===== src/rtl/noc_inject_arbiter_pkg.sv =====
// Shared types and constants for the NoC injection arbiter.
// Provides Noc_Data_Width / Noc_Arb_Cnt_Width defaults when the shared parameter include is absent.
`ifndef Noc_Data_Width
`define Noc_Data_Width 32
`endif
`ifndef Noc_Arb_Cnt_Width
`define Noc_Arb_Cnt_Width 16
`endif

package noc_inject_arbiter_pkg;

   typedef enum logic {
      ST_IDLE   = 1'b0,
      ST_LOCKED = 1'b1
   } arb_state_t;

   localparam int ARB_CNT_W = `Noc_Arb_Cnt_Width;

   // Round-robin pointer advance: one past the winner, wrapping at n.
   function automatic int rr_next(input int id, input int n);
      return (id + 1 >= n) ? 0 : id + 1;
   endfunction

endpackage


===== src/rtl/noc_rr_picker.sv =====
// Combinational rotate-priority picker: first set request at or after ptr, wrapping mod N.
module noc_rr_picker #(
   parameter int N    = 4,
   parameter int ID_W = $clog2(N)
) (
   input  logic [N-1:0]    req,
   input  logic [ID_W-1:0] ptr,
   output logic [N-1:0]    gnt_onehot,
   output logic [ID_W-1:0] gnt_id,
   output logic            any
);

   logic [ID_W:0]   w_sum;
   logic [ID_W-1:0] w_idx;

   // Scan from farthest to nearest so the closest-to-ptr request wins.
   always_comb begin
      gnt_onehot = '0;
      gnt_id     = '0;
      any        = 1'b0;
      w_sum      = '0;
      w_idx      = '0;
      for (int k = N - 1; k >= 0; k--) begin
         w_sum = {1'b0, ptr} + (ID_W + 1)'(k);
         if (w_sum >= (ID_W + 1)'(N)) w_sum = w_sum - (ID_W + 1)'(N);
         w_idx = w_sum[ID_W-1:0];
         if (req[w_idx]) begin
            gnt_onehot        = '0;
            gnt_onehot[w_idx] = 1'b1;
            gnt_id            = w_idx;
            any               = 1'b1;
         end
      end
   end

endmodule


===== src/rtl/noc_inject_arbiter.sv =====
// Packet-level round-robin arbiter feeding one router local injection port (wormhole lock header..tail).
// Optional per-requester packet counters are built when NOC_INJ_ARB_STATS_EN is defined.
//
// state     | meaning
// ST_IDLE   | arbitrating among requesters offering a header flit
// ST_LOCKED | multi-flit packet in flight, mux held on grant_id until its tail handshakes
module noc_inject_arbiter
   import noc_inject_arbiter_pkg::*;
#(
   parameter int N_REQ  = 4,
   parameter int DATA_W = `Noc_Data_Width,
   parameter int ID_W   = $clog2(N_REQ)
) (
   input  logic                    noc_clk,
   input  logic                    noc_rst,
   input  logic [N_REQ-1:0]        req_valid,
   output logic [N_REQ-1:0]        req_ready,
   input  logic [N_REQ*DATA_W-1:0] req_flit,
   input  logic [N_REQ-1:0]        req_is_header,
   input  logic [N_REQ-1:0]        req_is_tail,
   output logic                    out_valid,
   input  logic                    out_ready,
   output logic [DATA_W-1:0]       out_flit,
   output logic                    out_is_header,
   output logic                    out_is_tail,
   output logic                    busy,
   output logic [ID_W-1:0]         grant_id,
   output logic                    err_hdr
`ifdef NOC_INJ_ARB_STATS_EN
   ,
   input  logic                       stats_clr,
   output logic [N_REQ*ARB_CNT_W-1:0] pkt_cnt
`endif
);

   arb_state_t       r_state;
   logic [ID_W-1:0]  r_rr_ptr;
   logic [ID_W-1:0]  r_grant_id;
   logic             r_busy;
   logic             r_err_hdr;

   logic [N_REQ-1:0] w_eligible;
   logic [N_REQ-1:0] w_stray;
   logic [N_REQ-1:0] w_pick_oh;
   logic [ID_W-1:0]  w_pick_id;
   logic             w_any;
   logic [ID_W-1:0]  w_sel;
   logic             w_sel_valid;
   logic             w_xfer;

   assign w_eligible = req_valid & req_is_header;
   assign w_stray    = req_valid & ~req_is_header;

   noc_rr_picker #(
      .N    (N_REQ),
      .ID_W (ID_W)
   ) u_picker (
      .req        (w_eligible),
      .ptr        (r_rr_ptr),
      .gnt_onehot (w_pick_oh),
      .gnt_id     (w_pick_id),
      .any        (w_any)
   );

   assign w_sel         = (r_state == ST_LOCKED) ? r_grant_id : w_pick_id;
   assign w_sel_valid   = (r_state == ST_LOCKED) ? req_valid[w_sel] : w_any;
   assign out_valid     = w_sel_valid & ~noc_rst;
   assign out_flit      = req_flit[w_sel*DATA_W +: DATA_W];
   assign out_is_header = req_is_header[w_sel];
   assign out_is_tail   = req_is_tail[w_sel];
   assign w_xfer        = out_valid & out_ready;

   // Non-header flits arriving while unlocked are swallowed so they cannot wedge a requester.
   always_comb begin
      req_ready = '0;
      if (!noc_rst) begin
         if (r_state == ST_LOCKED) req_ready[r_grant_id] = out_ready;
         else                      req_ready = (w_pick_oh & {N_REQ{out_ready}}) | w_stray;
      end
   end

   always_ff @(posedge noc_clk) begin
      if (noc_rst) begin
         r_state    <= ST_IDLE;
         r_rr_ptr   <= '0;
         r_grant_id <= '0;
         r_busy     <= 1'b0;
         r_err_hdr  <= 1'b0;
      end else if (r_state == ST_IDLE) begin
         if (|w_stray) r_err_hdr <= 1'b1;
         if (w_xfer) begin
            r_rr_ptr   <= ID_W'(rr_next(int'(w_pick_id), N_REQ));
            r_grant_id <= w_pick_id;
            if (!out_is_tail) begin
               r_state <= ST_LOCKED;
               r_busy  <= 1'b1;
            end
         end
      end else begin
         if (w_xfer) begin
            if (out_is_header) r_err_hdr <= 1'b1;
            if (out_is_tail) begin
               r_state <= ST_IDLE;
               r_busy  <= 1'b0;
            end
         end
      end
   end

   assign busy     = r_busy;
   assign grant_id = r_grant_id;
   assign err_hdr  = r_err_hdr;

`ifdef NOC_INJ_ARB_STATS_EN
   logic [ARB_CNT_W-1:0] r_pkt_cnt [N_REQ];

   // Clear beats a coincident increment; counters stick at all-ones.
   always_ff @(posedge noc_clk) begin
      for (int i = 0; i < N_REQ; i++) begin
         if (noc_rst || stats_clr)
            r_pkt_cnt[i] <= '0;
         else if (w_xfer && out_is_tail && (w_sel == ID_W'(i)) && (r_pkt_cnt[i] != '1))
            r_pkt_cnt[i] <= r_pkt_cnt[i] + 1'b1;
      end
   end

   for (genvar g = 0; g < N_REQ; g++) begin : g_cnt
      assign pkt_cnt[g*ARB_CNT_W +: ARB_CNT_W] = r_pkt_cnt[g];
   end
`endif

endmodule


===== config.mk =====
export PLATFORM = sky130hd
export DESIGN_NAME = noc_inject_arbiter
export DESIGN_NICKNAME = d
export VERILOG_FILES = /design/src/rtl/noc_inject_arbiter_pkg.sv /design/src/rtl/noc_rr_picker.sv /design/src/rtl/noc_inject_arbiter.sv
export SDC_FILE = /design/constraint.sdc
export NUM_CORES = 1
export LEC_CHECK = 0
export ABC_AREA = 1
export CAP_MARGIN = 30
export CORE_ASPECT_RATIO = 0.75
export CORE_MARGIN = 3
export CORE_UTILIZATION = 29
export DETAILED_ROUTE_END_ITERATION = 10
export PLACE_DENSITY = 0.87
export SLEW_MARGIN = 20
export SYNTH_ARGS = -nofsm -noshare
export SYNTH_HDL_FRONTEND = slang
export SYNTH_SLANG_ARGS = --single-unit

===== constraint.sdc =====
create_clock -name noc_clk -period 2.5 [get_ports noc_clk]
set_input_delay 0.25 -clock noc_clk [delete_from_list [all_inputs] [get_ports noc_clk]]
set_output_delay 0.25 -clock noc_clk [all_outputs]
set_load 0.02 [all_outputs]

==> reports/qor.txt <==
Vias/cell: 5.45
top post-synthesis cells by area: o21ai_0 17%, nor2_1 13%, o22ai_1 9.9%
Post-synth EDFFs: 0
vias in the first global route: 3517
internal power: 4430 uW
Die X: 102 um
Cell variety after synth: 36
CTS tree: yes
setup slack after layout: -0.0952 ns
Peak supply drop: 1.58 mV
Residual DRC: 0
Hold Vio Cnt, Final: 0
pin slew with the least headroom to its limit: 0.553 ns
first-pass GRT wire length: 16700 um
Yosys top cell by area: o21ai_0
sequential cell area fraction in the yosys report: 6.96%
crit path time final: 2.60 ns
mean area per synthesized cell: 5.63 um^2
drt total wl: 11600 um
wire per inst: 17.6 um
status: finished, violations left
total power: 9270 uW
GRT Overall Usage: 25.7%
initial antenna violation count: 0
post-route antenna net violation count: 0
CTS hold repair buffers: 0
via count: 3581
H-Tree Depth: 1
crit end category: output pin
clock group share of total power: 1.8%
ant diodes: 0
Finished Cell Area: 0.00504 mm^2
detailed-placement wirelength estimate: 8270 um
combinational share of power: 96.3%
CTS Sinks: 7
Slowest cell on crit path: clkdlybuf4s50_1
Row Count: 25
num ports: 186
largest net degree at the start of global routing: 32
core area: 0.00651 mm^2
syn nets: 505
Final GP Congestion: 0.906
worst-skew pair later-pin latency: 0.23 ns
Synth warnings: 0
root buf cell: clkbuf_8
Post-synth ARST share: 0%
layout cell share with drive strength beyond 1: 40.3%
clk_skew: 0.00200 ns
RSZ-0062 raised after global routing: yes
top cell type's share of synthesized area: 16.9%
total grt overflow: 0
most instantiated library cell after synthesis: nor2_1
sw frac: 52.2%
WP data arrival: 2.35 ns
Filler cells: 429
fin crit share: 104%
Worst slew margin: 63.0%
most frequent CP cell: nand2_2
Slew Viols, Final: 0
Worst Setup Start Kind: primary input
Primary FF master, synth: dfxtp_1
Pleak: 0.00212 uW
post-layout util: 77.4%
Post-Syn Area: 0.00201 mm^2
worst hold slack: 0.466 ns
clock tree buffer depth: 2
Area Overhead vs Synth: 150%
die height: 78.2 um
Crit path largest cell delay: 0.53 ns
Hold Path Class: register to register
CP Class: primary input to output pin
crit-path cells: clkdlybuf4s50_1 -> nand2_2 -> nand2_2 -> nand3_1 -> nand2_2 -> nand2_8 -> buf_4 -> o221ai_1 -> o21ai_0 -> nand2_1 -> nand2_1 -> a311oi_1 -> buf_2
failing checks: setup timing
Power per Cell Area: 1840 mW/mm^2
Gate Count Post-Synth: 358
fmax: 0.385 GHz
setup violators final: 33
Max-cap violations: 0
drt pass-1 iters: 6
Critical Path RT: 2.25 ns
FF+latch count, synth: 7
nets@finish: 724
Crit Path Max Fanout: 4
CTS Buf Count: 3
most frequent cells after synthesis: 71 x nor2_1, 68 x o21ai_0, 44 x nand2_1, 32 x o22ai_1, 23 x inv_1
initial detailed-routing violation count: 150
initial core utilization: 31.0%
Placed Area: 0.00445 mm^2
switching power: 4850 uW
die area: 0.00799 mm^2
power share of the sequential group: 1.9%
PortBufs: 185
clock slew seen by the registers of the worst setup and hold paths: 0.04 ns
-- worst paths after layout --
check	start	endpoint	slack (ns)	cells past startpoint
setup / recovery	req_valid[3]	req_ready[1]	-0.1	13
hold / removal	busy$_SDFFE_PP0P_	busy$_SDFFE_PP0P_	0.47	2
setup reg to reg	r_rr_ptr[0]$_SDFFE_PP0P_	r_rr_ptr[1]$_SDFFE_PP0P_	-0.03	20
hold reg to reg	busy$_SDFFE_PP0P_	busy$_SDFFE_PP0P_	0.47	2
-- placed cells by master (no fill, tap or decap), drive strengths merged --
cell type / n
o221ai: 4
clkinv: 1
nand3: 20
clkbuf: 7
a211oi: 2
o211ai: 1
a31oi: 5
xor2: 1
dlymetal6s2s: 3
nor2: 72
a311oi: 2
o31ai: 1
dfxtp: 7
clkdlybuf4s50: 143
a21oi: 12
nand4: 3
o22ai: 32
o21ai: 70
buf: 91
inv: 27
nor3: 1
o21bai: 1
or2: 2
ha: 4
nand2: 64
-- power by group through the flow --
stage / Clock, uW / Sequential, uW / Combinational [uW]
floorplan: 0 / 190 / 4240
global placement: 0 / 170 / 7100
detailed placement: 0 / 172 / 7240
CTS: 170 / 176 / 7810
global route: 179 / 181 / 9500
finish: 168 / 179 / 8930
-- worst max-delay path: cells and delay by family --
| kind | cells | cell delay [ns] |
|---|---|---|
| simple gates | 7 | 0.64 |
| compound gates | 3 | 0.54 |
| buf+inv | 3 | 0.92 |
-- logic make-up after synthesis --
logic type / Yosys count / synth area share, %
AND/OR/NAND/NOR: 162 / 40.9
flip-flops: 7 / 6.96
XOR/XNOR: 1 / 0.435
AO/OA/AOI/OAI: 130 / 36.3
buffers and inverters: 54 / 12.9
adder cells (fa/ha/maj): 4 / 2.48
-- layer usage --
layer  wire length [um]  share of wire, %  up-vias  GRT usage (%)
met5                  0                 0        -              0
met4                405               3.5        0           8.26
met3                843               7.3       41           4.44
met2               5970                52      200           46.0
met1               4350                38     1657           30.6
li1                   -                 -     1683              -
-- layout make-up --
class / count / area (um^2) / area share (%)
repair buffers: 240 / 2480 / 49.1
multi-input cells: 297 / 2150 / 42.7
flip-flops and latches: 7 / 145 / 2.88
inverters: 28 / 120 / 2.38
well taps: 81 / 101 / 2.01
clock buffers: 4 / 45.0 / 0.894
-- stage by stage --
stage	instances	setup TNS, ns	setup WS (ns)
finish	657	-1.07	-0.0952
global route	657	-5.83	-0.189
CTS	652	-0.271	-0.0290
detailed placement	643	-19.52	-0.520
global placement	643	-16.47	-0.477
floorplan	358	0	0.0159
-- repair_timing --
action,4_1_cts,5_1_grt
setup endpoints to repair,45,45
gates resized for setup,278,102
pin swaps,11,11
cloned,2,5
buffers inserted,3,2
(Power assumes the default switching activity.)
